## config.mk

```make
export PLATFORM = sky130hd
export DESIGN_NAME = memory_controller_flat
export DESIGN_NICKNAME = d
export VERILOG_FILES = /design/src/rtl/memory_controller_if.sv /design/src/rtl/memory_controller.sv /design/src/flat_wrapper.sv
export SDC_FILE = /design/constraint.sdc
export NUM_CORES = 1
export LEC_CHECK = 0
export CORE_MARGIN = 3
export CORE_UTILIZATION = 61
export DETAILED_ROUTE_END_ITERATION = 12
export HOLD_SLACK_MARGIN = 0.02
export PLACE_DENSITY = 0.84
export SETUP_SLACK_MARGIN = 0.15
export SKIP_CTS_REPAIR_TIMING = 1
export SYNTH_ARGS = -nofsm -noshare
export SYNTH_HDL_FRONTEND = slang
export SYNTH_SLANG_ARGS = --single-unit
```

## constraint.sdc

```tcl
create_clock -name clk -period 4.25 [get_ports clk]
set_input_delay 1.275 -clock clk [delete_from_list [all_inputs] [get_ports clk]]
set_output_delay 1.275 -clock clk [all_outputs]
set_load 0.02 [all_outputs]
```

## src/rtl/memory_controller_if.sv

```systemverilog
// Command/write/read bus for memory_controller.
// The master modport is the host sequencer; the slave modport is the controller.
interface memory_controller_if #(
    parameter int DATA_WIDTH = 8,
    parameter int ADDR_WIDTH = 3
);
    logic                  cmd_valid;
    logic                  cmd_ready;
    logic                  cmd_write;
    logic [ADDR_WIDTH-1:0] cmd_addr;
    logic [ADDR_WIDTH-1:0] cmd_len;
    logic [DATA_WIDTH-1:0] wr_data;
    logic                  wr_valid;
    logic                  wr_ready;
    logic [DATA_WIDTH-1:0] rd_data;
    logic                  rd_valid;
    logic                  busy;
    logic                  rw;

    modport master (
        output cmd_valid, cmd_write, cmd_addr, cmd_len, wr_data, wr_valid,
        input  cmd_ready, wr_ready, rd_data, rd_valid, busy, rw
    );

    modport slave (
        input  cmd_valid, cmd_write, cmd_addr, cmd_len, wr_data, wr_valid,
        output cmd_ready, wr_ready, rd_data, rd_valid, busy, rw
    );
endinterface

```

## src/rtl/memory_controller.sv

```systemverilog
// Burst read/write controller around a DATA_WIDTH x 2**ADDR_WIDTH array with wrapping address.
// Define MEMORY_CONTROLLER_CLEAR_EN to make rst also zero every array word.
module memory_controller #(
    parameter int DATA_WIDTH = 8,
    parameter int ADDR_WIDTH = 3
) (
    input logic               clk,
    input logic               rst,
    memory_controller_if.slave bus
);
    localparam int DEPTH = 2 ** ADDR_WIDTH;
    localparam logic [ADDR_WIDTH-1:0] ONE = 1;

    typedef enum logic [1:0] {
        IDLE  = 2'd0,
        WRITE = 2'd1,
        READ  = 2'd2
    } state_t;

    state_t                state_q, state_d;
    logic [ADDR_WIDTH-1:0] ptr_q, ptr_d;
    logic [ADDR_WIDTH-1:0] cnt_q, cnt_d;
    logic                  rd_valid_q, rd_valid_d;
    logic [DATA_WIDTH-1:0] rd_data_q;
    logic                  mem_we;
    logic                  rd_en;

    logic [DATA_WIDTH-1:0] mem_q [DEPTH];

    always_ff @(posedge clk) begin
        if (rst) begin
            state_q    <= IDLE;
            ptr_q      <= '0;
            cnt_q      <= '0;
            rd_valid_q <= 1'b0;
        end else begin
            state_q    <= state_d;
            ptr_q      <= ptr_d;
            cnt_q      <= cnt_d;
            rd_valid_q <= rd_valid_d;
        end
    end

    always_comb begin
        state_d    = state_q;
        ptr_d      = ptr_q;
        cnt_d      = cnt_q;
        rd_valid_d = 1'b0;
        mem_we     = 1'b0;
        rd_en      = 1'b0;
        case (state_q)
            IDLE: begin
                if (bus.cmd_valid) begin
                    ptr_d   = bus.cmd_addr;
                    cnt_d   = bus.cmd_len;
                    state_d = bus.cmd_write ? WRITE : READ;
                end
            end
            WRITE: begin
                // A low wr_valid simply freezes pointer and counter.
                if (bus.wr_valid) begin
                    mem_we = 1'b1;
                    ptr_d  = ptr_q + ONE;
                    cnt_d  = cnt_q - ONE;
                    if (cnt_q == '0) begin
                        state_d = IDLE;
                    end
                end
            end
            READ: begin
                rd_en      = 1'b1;
                rd_valid_d = 1'b1;
                ptr_d      = ptr_q + ONE;
                cnt_d      = cnt_q - ONE;
                if (cnt_q == '0) begin
                    state_d = IDLE;
                end
            end
            default: begin
                state_d = IDLE;
            end
        endcase
    end

    // Array write port and registered read port share one process so the
    // read stays a synchronous RAM output register.
    always_ff @(posedge clk) begin
        if (rst) begin
            rd_data_q <= '0;
`ifdef MEMORY_CONTROLLER_CLEAR_EN
            for (int i = 0; i < DEPTH; i++) begin
                mem_q[i] <= '0;
            end
`endif
        end else begin
            if (mem_we) begin
                mem_q[ptr_q] <= bus.wr_data;
            end
            if (rd_en) begin
                rd_data_q <= mem_q[ptr_q];
            end
        end
    end

    assign bus.cmd_ready = (state_q == IDLE);
    assign bus.wr_ready  = (state_q == WRITE);
    assign bus.rw        = (state_q == WRITE);
    assign bus.busy      = (state_q != IDLE);
    assign bus.rd_valid  = rd_valid_q;
    assign bus.rd_data   = rd_data_q;
endmodule

```

## src/flat_wrapper.sv

```systemverilog
// flat-port wrapper written by rule: the top's interface ports become plain ports
module memory_controller_flat 
#(
    parameter int DATA_WIDTH = 8,
    parameter int ADDR_WIDTH = 3
)
  (clk, rst, bus_cmd_valid, bus_cmd_write, bus_cmd_addr, bus_cmd_len, bus_wr_data, bus_wr_valid, bus_cmd_ready, bus_wr_ready, bus_rd_data, bus_rd_valid, bus_busy, bus_rw);
  memory_controller_if #(.DATA_WIDTH(DATA_WIDTH), .ADDR_WIDTH(ADDR_WIDTH)) bus_i ();
  input logic clk;
  input logic rst;
  input wire logic [$bits(bus_i.cmd_valid)-1:0] bus_cmd_valid;
  input wire logic [$bits(bus_i.cmd_write)-1:0] bus_cmd_write;
  input wire logic [$bits(bus_i.cmd_addr)-1:0] bus_cmd_addr;
  input wire logic [$bits(bus_i.cmd_len)-1:0] bus_cmd_len;
  input wire logic [$bits(bus_i.wr_data)-1:0] bus_wr_data;
  input wire logic [$bits(bus_i.wr_valid)-1:0] bus_wr_valid;
  output wire logic [$bits(bus_i.cmd_ready)-1:0] bus_cmd_ready;
  output wire logic [$bits(bus_i.wr_ready)-1:0] bus_wr_ready;
  output wire logic [$bits(bus_i.rd_data)-1:0] bus_rd_data;
  output wire logic [$bits(bus_i.rd_valid)-1:0] bus_rd_valid;
  output wire logic [$bits(bus_i.busy)-1:0] bus_busy;
  output wire logic [$bits(bus_i.rw)-1:0] bus_rw;
  assign bus_i.cmd_valid = bus_cmd_valid;
  assign bus_i.cmd_write = bus_cmd_write;
  assign bus_i.cmd_addr = bus_cmd_addr;
  assign bus_i.cmd_len = bus_cmd_len;
  assign bus_i.wr_data = bus_wr_data;
  assign bus_i.wr_valid = bus_wr_valid;
  assign bus_cmd_ready = bus_i.cmd_ready;
  assign bus_wr_ready = bus_i.wr_ready;
  assign bus_rd_data = bus_i.rd_data;
  assign bus_rd_valid = bus_i.rd_valid;
  assign bus_busy = bus_i.busy;
  assign bus_rw = bus_i.rw;
  memory_controller #(.DATA_WIDTH(DATA_WIDTH), .ADDR_WIDTH(ADDR_WIDTH)) u_core (.clk(clk), .rst(rst), .bus(bus_i));
endmodule
```

; After elaboration in Yosys (flattened, before gate mapping)
; Memory sizes are Yosys's and may differ from the RTL's. A register that Yosys moved wholly into a read port is not among the register bits.
; Cells that the tools add are included.
[word_totals]
reg_bits = 9
mem_bits_rw = 64
input_bits = 19
output_inout_bits = 13
elab_cells = 34
mem_count = 1
[mem_list]
columns = name, words, width, read_ports, rd_clocked_by_memory_dff, write_ports, line
row1 = u_core.mem_q, 8, 8, 1, 1, 1, memory_controller.sv:28  ; logic [DATA_WIDTH-1:0] mem_q [DEPTH];
[classes]
add_sub_neg = 2
n_eq_ne = 4
mux = 17
n_reduce_logical = 6
[op_table]
columns = op, count
row1 = $pmux 3 s3, 2
row2 = $mux 3, 4
row3 = $mux 2, 4
row4 = $mux 1, 6
row5 = $pmux 2 s3, 1
row6 = $ne 2x2->1 const B, 2
row7 = $add 3x1->3 const B, 1
row8 = $logic_not 3->1, 1
row9 = $reduce_and 3->1, 1
row10 = $reduce_bool 3->1, 1
row11 = $sub 3x1->3 const B, 1
row12 = $eq 2x1->1 const B, 1
row13 = $eq 2x2->1 const B, 1
row14 = $logic_not 2->1, 1
row15 = $reduce_and 2->1, 1
row16 = $reduce_bool 2->1, 1

; Longest topological paths before layout
; Gate-level depths: netlist of run 1.
[logic_depth]
ltp_word = 5
ltp_mapped = 6

; Worst setup path before layout of run 1
; Ideal clock, no wire load.
[synth_timing]
path_kind = in2reg
from = in rst
to = mem u_core.mem_q[0][0] (enable)
setup_ns = 0.370
t_arrival_ns = 2.121
required_ns = 3.880
setup_slack_ns = 1.758
path_stages = 3
path_buffers = 1
cell_sequence = clkbuf_1 nand4bb_1 nor2_1
[synth_via]
elab_chain_len = 2
[synth_lines]
columns = item, line
row1 = "start, declared", flat_wrapper.sv:10  ; input logic rst;
row2 = $mux 1, memory_controller.sv:88  ; if (rst) begin
row3 = $mux 1 (not written as such), memory_controller.sv:97  ; mem_q[ptr_q] <= bus.wr_data;
row4 = "end, declared", memory_controller.sv:28
; No other way between the ends.

; Worst setup path after layout of run 1
[layout_timing]
from = reg u_core.state_q[0]
to = out bus_busy
[layout_via]
elab_chain_len = 1
[layout_lines]
columns = item, line
row1 = "start, declared", memory_controller.sv:20  ; state_t state_q, state_d;
row2 = "start signal, assigned", memory_controller.sv:37  ; state_q <= state_d;
row3 = $reduce_bool 2->1, memory_controller.sv:108  ; assign bus.busy = (state_q != IDLE);
row4 = "end, declared", flat_wrapper.sv:21  ; output wire logic [$bits(bus_i.busy)-1:0] bus_busy;
; No other way between the ends.

==> run metrics, run 1 <==
number of synthesis warnings=0; gr ovfl total=0; clk_lat worst skew=0.36 ns; HPWL after detailed placement=4.46 mm; CTS HTree Levels=3; Seq cells post-synth=81; num rows=26; clock period minus final worst setup slack=3.05 ns; clk sink count=81; Worst setup SP type=register; worst endpoint required time=2.97 ns; Die ar.=6450 sq um; min setup slack post-route=1.20 ns; hold slack=0.462 ns; Fin. Hold Viols=0; Post-Place Worst Slack=1.09 ns; Die Wd=80.3 um; # nets final=298; RSZ-0062 raised after global routing=no; CTS Buf Count=9; post-synthesis instance total=241; area delta synth->final=16.0%; I/O Buffers=31; simple-gate share of the synthesized area=0.0798; Avg WL per Cell=19.1 um; Crit. End Element=primary output; clock buffer depth=2; Cell Pwr Density=497 nW/um^2; boundary pin count=32; first-pass GRT wire length=10.1 mm; area share of the largest cell type after synthesis=0.570; overall routing resource usage=0.224; GP Congestion=0.858; Fmax=328 MHz; crit path max fanout=7; vias in the first global route=1917; CTS tree=done; root buf cell=clkbuf_8; CP arrival=1.77 ns; Synth Net Count=267; mux share of post-synthesis cell area=0.110; Setup TNS=0 ns; Avg Cell Area, Syn=14.0 sq um; post-route ant nets=0; Leakage=1.30 nW; Seq/Total Area, Yosys=0.671; Hold Crit Class=register to register; Post-Syn Area=3370 sq um; post-synthesis adder-cell area fraction=0.0260; Final period util=0.717; final wirelength=6.63 mm; First-pass DRT Iterations=4; DRC=0; # fillers=332; Area contributors post-synth=edfxtp_1 57%, mux2i_1 11%, dfxtp_1 10%, nor2_1 3.8%, ha_1 2.6%; outcome=finished clean; Placed Cells=331; Die Y=80.3 um; VDD IR-drop max=0.314 mV; Max transition margin=0.310; compound-gate portion of the synthesized area=0.0817; largest family of logic cells by synthesized area=multiplexers; leading area contributor after synthesis=edfxtp_1; Finished Layout Cells=347; Clk pin slew, worst setup/hold paths=0.08 ns; Initial Util=0.644; initial antenna violation count=0; max-slew violations=0; Setup Viol. Count Final=0; via density per instance=5.88; Worst-Margin Slew=1.04 ns; Clock Skew=0.00809 ns; via count=2042; Initial DRC Count=220; diode count=0; CORE AREA=5240 sq um; layout cells sized above 1=0.0758; XOR/XNOR share of the synthesized area=0; crit path kind=register to primary output; synth unique cells=29; maxcap violations=0; largest net degree at the start of global routing=38
[report_power, final]
part           total, mW  internal, mW  switching, mW
Combinational      0.415         0.199          0.215
Sequential         0.954         0.892         0.0615
Clock              0.573         0.303          0.270
Total               1.94          1.39          0.547
[final timing paths]
path	slack (ns)	endpoint	cells past startpoint	from
min	0.46	u_core.cnt_q[0]$_SDFFE_PP0P_	1	u_core.cnt_q[0]$_SDFFE_PP0P_
min reg2reg	0.46	u_core.cnt_q[0]$_SDFFE_PP0P_	1	u_core.cnt_q[0]$_SDFFE_PP0P_
max	1.20	bus_busy	4	u_core.state_q[0]$_SDFFE_PP0P_
max reg2reg	1.80	u_core.mem_q[7][2]$_DFFE_PP_	2	u_core.ptr_q[0]$_SDFFE_PP0P_
[final cells by class]
class | count | area, sq um | share of cell area
Sequential cell | 81 | 2260 | 0.579
Multi-Input combinational cell | 140 | 1000 | 0.257
Clock buffer | 12 | 155 | 0.0397
Tap cell | 70 | 87.6 | 0.0224
Inverter | 8 | 30.0 | 0.00768
Timing Repair Buffer | 32 | 318 | 0.0813
Clock inverter | 4 | 51.3 | 0.0131
[synth_stat cells]
cell / n
nor2b_1: 5
nand4bb_1: 1
o211ai_1: 1
o31a_1: 9
or2_2: 2
buf_4: 3
dfxtp_1: 17
mux2i_1: 36
nand2_1: 2
or4_1: 2
inv_1: 8
o21ai_0: 8
ha_1: 7
nor2b_2: 1
nand4b_1: 1
edfxtp_1: 64
o22ai_1: 8
mux2_2: 1
a21oi_1: 6
a211oi_1: 3
o31ai_1: 3
buf_2: 3
and3b_1: 1
clkbuf_1: 4
a311oi_1: 2
a31oi_1: 1
nor2_1: 34
buf_6: 2
nand2b_1: 6
[kinds of logic after synthesis]
| group | after synthesis |
|---|---|
| AND/OR/NAND/NOR | 55 |
| multiplexers | 37 |
| adder cells (fa/ha/maj) | 7 |
| flip-flops | 81 |
| AO/OA/AOI/OAI | 41 |
| buffers and inverters | 20 |
[layout by cell type, fill, tap and decap left out, types with 2 or more instances in the layout]
master,n
edfxtp_1,64
mux2i_1,36
nor2_1,34
clkdlybuf4s50_1,31
dfxtp_1,16
clkbuf_8,11
o31a_1,9
inv_1,8
o22ai_1,8
o21ai_0,8
ha_1,7
nand2b_1,6
a21oi_1,6
nor2b_1,5
a211oi_1,3
o31ai_1,3
nand2_1,2
or2_2,2
a311oi_1,2
or4_1,2
[critical path, cell delays in order (launching register included)]
cell             delay [ns]
dfxtp_1                0.39
inv_1                  0.08
ha_1                   0.28
inv_1                  0.08
clkdlybuf4s50_1        0.59
[through the flow]
stage	power (mW)	cell area [sq um]	utilization
6_report	1.94	3910	0.746
5_1_grt	2.03	3910	0.746
4_1_cts	1.94	3910	0.746
3_5_place_dp	1.38	3700	0.707
3_3_place_gp	1.37	3700	0.707
2_1_floorplan	1.26	3370	-
[metal layers]
metal / GRT usage / vias to the layer above / wire length (um)
met2: 0.344 / 85 / 3140
met3: 0.0729 / 9 / 541
met4: 0.0676 / 0 / 80
met1: 0.306 / 987 / 2880
met5: 0 / - / 0
li1: - / 961 / -
[state kept, by name (all words and copies together) (netlist names)]
name and flops:
u_core.ptr_q 3, u_core.cnt_q 3, u_core.bus.rd_data 8, u_core.state_q 2, u_core.mem_q 64, u_core.bus.rd_valid 1
(Power assumes the default switching activity.)
==> run 2, diff against run 1 <==
- CORE_UTILIZATION: 61 -> 56
- PLACE_DENSITY: 0.84 -> 0.78
- clock period: 4.25 -> 3.2 ns (I/O delays scaled with it)
==> run metrics, run 2 (same netlist as run 1, synthesis figures left out) <==
# nets final=305; GP Congestion=0.878; CTS tree=done; root buf cell=clkbuf_8; placed cell area=3760 sq um; gr ovfl total=0; CP arrival=1.79 ns; Clock Skew=0.0114 ns; post-route ant nets=0; final wirelength=6.85 mm; outcome=finished clean; Initial DRC Count=153; clock buffer depth=2; first-pass GRT wire length=10.9 mm; Pwr Total=2.45 mW; CORE AREA=5680 sq um; First-pass DRT Iterations=4; Leakage=1.32 nW; VDD IR-drop max=0.352 mV; Post-Place Worst Slack=0.352 ns; Hold Crit Class=register to register; Fin. Hold Viols=0; Die Wd=83.6 um; leading cell types in the layout, fill and taps excluded=64 x edfxtp_1, 36 x mux2i_1, 34 x nor2_1, 31 x clkdlybuf4s50_1, 16 x dfxtp_1; via count=2024; met3 WL=495 um; max FFs per register=64; Worst-Margin Slew=0.653 ns; cell area after layout=3920 sq um; vias in the first global route=2099; layout cells sized above 1=0.0986; crit path kind=register to primary output; RSZ-0062 raised after global routing=no; Die Y=83.6 um; Finished Layout Cells=356; maxcap violations=0; Avg WL per Cell=19.3 um; Setup Viol. Count Final=0; Cell Pwr Density=625 nW/um^2; num rows=27; Worst R2R Setup Slack=1.14 ns; Crit. End Element=primary output; Setup TNS=0 ns; Max transition margin=0.563; Final period util=0.858; I/O Buffers=31; overall routing resource usage=0.207; DRC=0; CTS Buf Count=9; worst endpoint required time=2.24 ns; Die ar.=6990 sq um; min setup slack post-route=0.453 ns; largest net degree at the start of global routing=24; Initial Util=0.594; Worst setup SP type=register; Clk pin slew, worst setup/hold paths=0.09 ns; via density per instance=5.69; top sig layer=met4; boundary pin count=32; Fmax=364 MHz; met2 wire len=3.26 mm; clk_lat worst skew=0.35 ns; diode count=0; clock period minus final worst setup slack=2.75 ns; WL met1=2.97 mm; CTS HTree Levels=3; initial antenna violation count=0; HPWL after detailed placement=4.74 mm; max-slew violations=0; area delta synth->final=16.3%; most common cell after layout, fill and taps aside=edfxtp_1; Placed Cells=340; largest reg by FF count=u_core.mem_q; crit path max fanout=7; clk sink count=81
==> run 2: cell count changes in the layout (fill, tap and decap cells not counted) <==
cell	delta
clkinv_4	-1
clkinvlp_4	+1
clkbuf_8	-2
bufinv_16	-1
clkinv_2	+3
buf_4	+7
==> run 2: power breakdown <==
part           internal, mW  total [mW]  switching [mW]
sequential             1.18        1.25          0.0639
combinational         0.267       0.576           0.309
clock                 0.276       0.627           0.351
==> run 2: layout make-up <==
cell class,instances,area [sq um]
clock inverters,6,35.0
well taps,72,90.1
fillers,413,1760
inverters,8,30.0
flip-flops and latches,81,2260
multi-input cells,140,1000
repair buffers,39,370
clock buffers,10,128
==> run 2: worst paths after layout <==
check | start | to | depth (start not counted)
max | u_core.state_q[0]$_SDFFE_PP0P_ | bus_busy | 4
min | u_core.cnt_q[0]$_SDFFE_PP0P_ | u_core.cnt_q[0]$_SDFFE_PP0P_ | 1
max reg2reg | u_core.ptr_q[0]$_SDFFE_PP0P_ | u_core.mem_q[5][2]$_DFFE_PP_ | 2
min reg2reg | u_core.cnt_q[0]$_SDFFE_PP0P_ | u_core.cnt_q[0]$_SDFFE_PP0P_ | 1
==> run 2: worst max-delay path: stages (launching register included) <==
cell	delay [ns]
dfxtp_1	0.40
inv_1	0.08
ha_1	0.29
inv_1	0.08
clkdlybuf4s50_1	0.59
==> run 2: metrics by stage <==
step	util	hold slack (ns)
2_1_floorplan	-	0.422
3_3_place_gp	0.662	0.433
3_5_place_dp	0.662	0.447
4_1_cts	0.691	0.461
5_1_grt	0.691	0.483
6_report	0.691	0.462
==> run 2: metal layers <==
metal | GRT usage | vias to the layer above
met5 | 0 | -
met4 | 0.105 | 0
met3 | 0.0424 | 12
met2 | 0.324 | 78
met1 | 0.274 | 960
li1 | - | 974
==> run 3, diff against run 2 <==
- ABC_AREA: default -> 1
- CAP_MARGIN: default -> 20
- CORE_UTILIZATION: 56 -> 57
- PLACE_DENSITY: 0.78 -> 0.79
==> run metrics, run 3 <==
outcome=finished clean; I/O Buffers=31; leading area contributor after synthesis=edfxtp_1; ys flop type=edfxtp_1; leading cell types in the layout, fill and taps excluded=88 x nand2_1, 72 x inv_1, 64 x edfxtp_1, 44 x nand3_1, 34 x nor2_1; gr ovfl total=0; post-route ant nets=0; Die ar.=7310 sq um; CTS HTree Levels=3; Fin. Hold Viols=0; clock buffer depth=2; Die Wd=85.5 um; # nets final=442; Clock Skew=0.00990 ns; Max transition margin=0.652; vias in the first global route=2411; First-pass DRT Iterations=5; Setup Viol. Count Final=0; switch share=0.359; Initial DRC Count=266; Post-synth EDFFs=64; crit path kind=register to primary output; Async S/R FF share, synth=0; GP Congestion=0.956; most common cell after layout, fill and taps aside=nand2_1; initial antenna violation count=0; max-slew violations=0; Cell Pwr Density=760 nW/um^2; Hold Crit Class=register to register; Worst path max stage delay=0.60 ns; clk sink count=81; CTS tree=done; diode count=0; area delta synth->final=15.7%; Clk pwr share=0.228; internal power=2.03 mW; worst endpoint required time=2.24 ns; synth unique cells=21; Final period util=0.843; most frequent CP cell=inv_1; worst path cell trace=inv_1 > ha_1 > inv_1 > clkdlybuf4s50_1; RSZ-0062 raised after global routing=no; CORE AREA=6030 sq um; first-pass GRT wire length=11.8 mm; Die Y=85.5 um; Setup TNS=0 ns; placed cell area=3980 sq um; crit path max fanout=4; root buf cell=clkbuf_8; Initial Util=0.598; Worst-Margin Slew=0.522 ns; Clk pin slew, worst setup/hold paths=0.07 ns; Seq cells post-synth=81; Avg WL per Cell=15.1 um; Leakage=1.77 nW; post-layout util=0.692; area share of the largest cell type after synthesis=0.534; cell area after layout=4170 sq um; final wirelength=7.50 mm; hold slack=0.472 ns; net switching power=1.14 mW; maxcap violations=0; CP arrival=1.74 ns; layout cells sized above 1=0.0760; via count=2593; Area contributors post-synth=edfxtp_1 53%, dfxtp_1 9.5%, nand2_1 9.2%, inv_1 7.5%, nand3_1 6.1%; via density per instance=5.23; num rows=28; Seq pwr share=0.411; clock period minus final worst setup slack=2.70 ns; Seq/Total Area, Yosys=0.628; Synth Net Count=403; Crit. End Element=primary output; count leader, synth=nand2_1; combinational share of power=0.361; slowest cell on the critical path=clkdlybuf4s50_1; Pwr Total=3.17 mW; largest net degree at the start of global routing=36; largest reg by FF count=u_core.mem_q; overall routing resource usage=0.220; number of synthesis warnings=0; VDD IR-drop max=0.582 mV; Commonest cells post-synth=88 x nand2_1, 72 x inv_1, 64 x edfxtp_1, 44 x nand3_1, 34 x nor2_1; Post-Syn Area=3600 sq um; DRC=0; HPWL after detailed placement=5.19 mm; Fmax=370 MHz; Avg Cell Area, Syn=9.55 sq um; max FFs per register=64; Worst setup SP type=register; CTS Buf Count=9; post-synthesis instance total=377; clk_lat worst skew=0.35 ns; boundary pin count=32
[run 3: power by group through the flow]
stage / Clock [mW] / Combinational [mW] / Sequential, mW
2_1_floorplan: 0 / 0.791 / 1.35
3_3_place_gp: 0 / 1.12 / 1.32
3_5_place_dp: 0 / 1.14 / 1.32
4_1_cts: 0.732 / 1.15 / 1.30
5_1_grt: 0.778 / 1.28 / 1.31
6_report: 0.721 / 1.14 / 1.30
[run 3: per-stage QoR]
step / instances / setup slack, ns
finish: 496 / 0.501
global route: 496 / 0.402
CTS: 496 / 0.483
detailed placement: 480 / 0.603
global placement: 480 / 0.661
floorplan: 377 / 1.10
[run 3: worst paths after layout]
kind	start	endpoint	slack, ns	depth (start not counted)
worst max register to register	u_core.ptr_q[0]$_SDFFE_PP0P_	u_core.bus.rd_data[1]$_SDFFE_PP0P_	1.51	5
worst min register to register	u_core.cnt_q[2]$_SDFFE_PP0P_	u_core.cnt_q[2]$_SDFFE_PP0P_	0.47	2
worst max-delay path	u_core.state_q[0]$_SDFFE_PP0P_	bus_busy	0.50	4
worst min-delay path	u_core.cnt_q[2]$_SDFFE_PP0P_	u_core.cnt_q[2]$_SDFFE_PP0P_	0.47	2
[run 3: metal layers]
metal | GRT usage | share of wire | up-vias
met4 | 0.121 | 0.040 | 0
met3 | 0.0612 | 0.091 | 25
met5 | 0 | 0 | -
met1 | 0.281 | 0.41 | 1170
li1 | - | - | 1274
met2 | 0.340 | 0.46 | 124
[run 3: layout make-up]
class,count,area [sq um]
timing repair buffer,40,378
tap,75,93.8
sequential,81,2260
clock inverter,3,40.0
multi-input combinational,207,955
inverter,77,290
fill,448,1860
clock buffer,13,149
[run 3: cells by family (layout without fill, tap and decap cells)]
logic type	after synthesis	in the layout	share of synthesized area
compound gates	27	27	0.0375
buf+inv	89	133	0.107
fa+ha+maj	7	7	0.0243
simple gates	173	173	0.203
flops	81	81	0.628
[run 3: critical path, delay by kind of cell (launching register included)]
kind                       cells  cell delay [ns]
adders and majority gates      1             0.24
buffers and inverters          3             0.78
DFF                            1             0.36
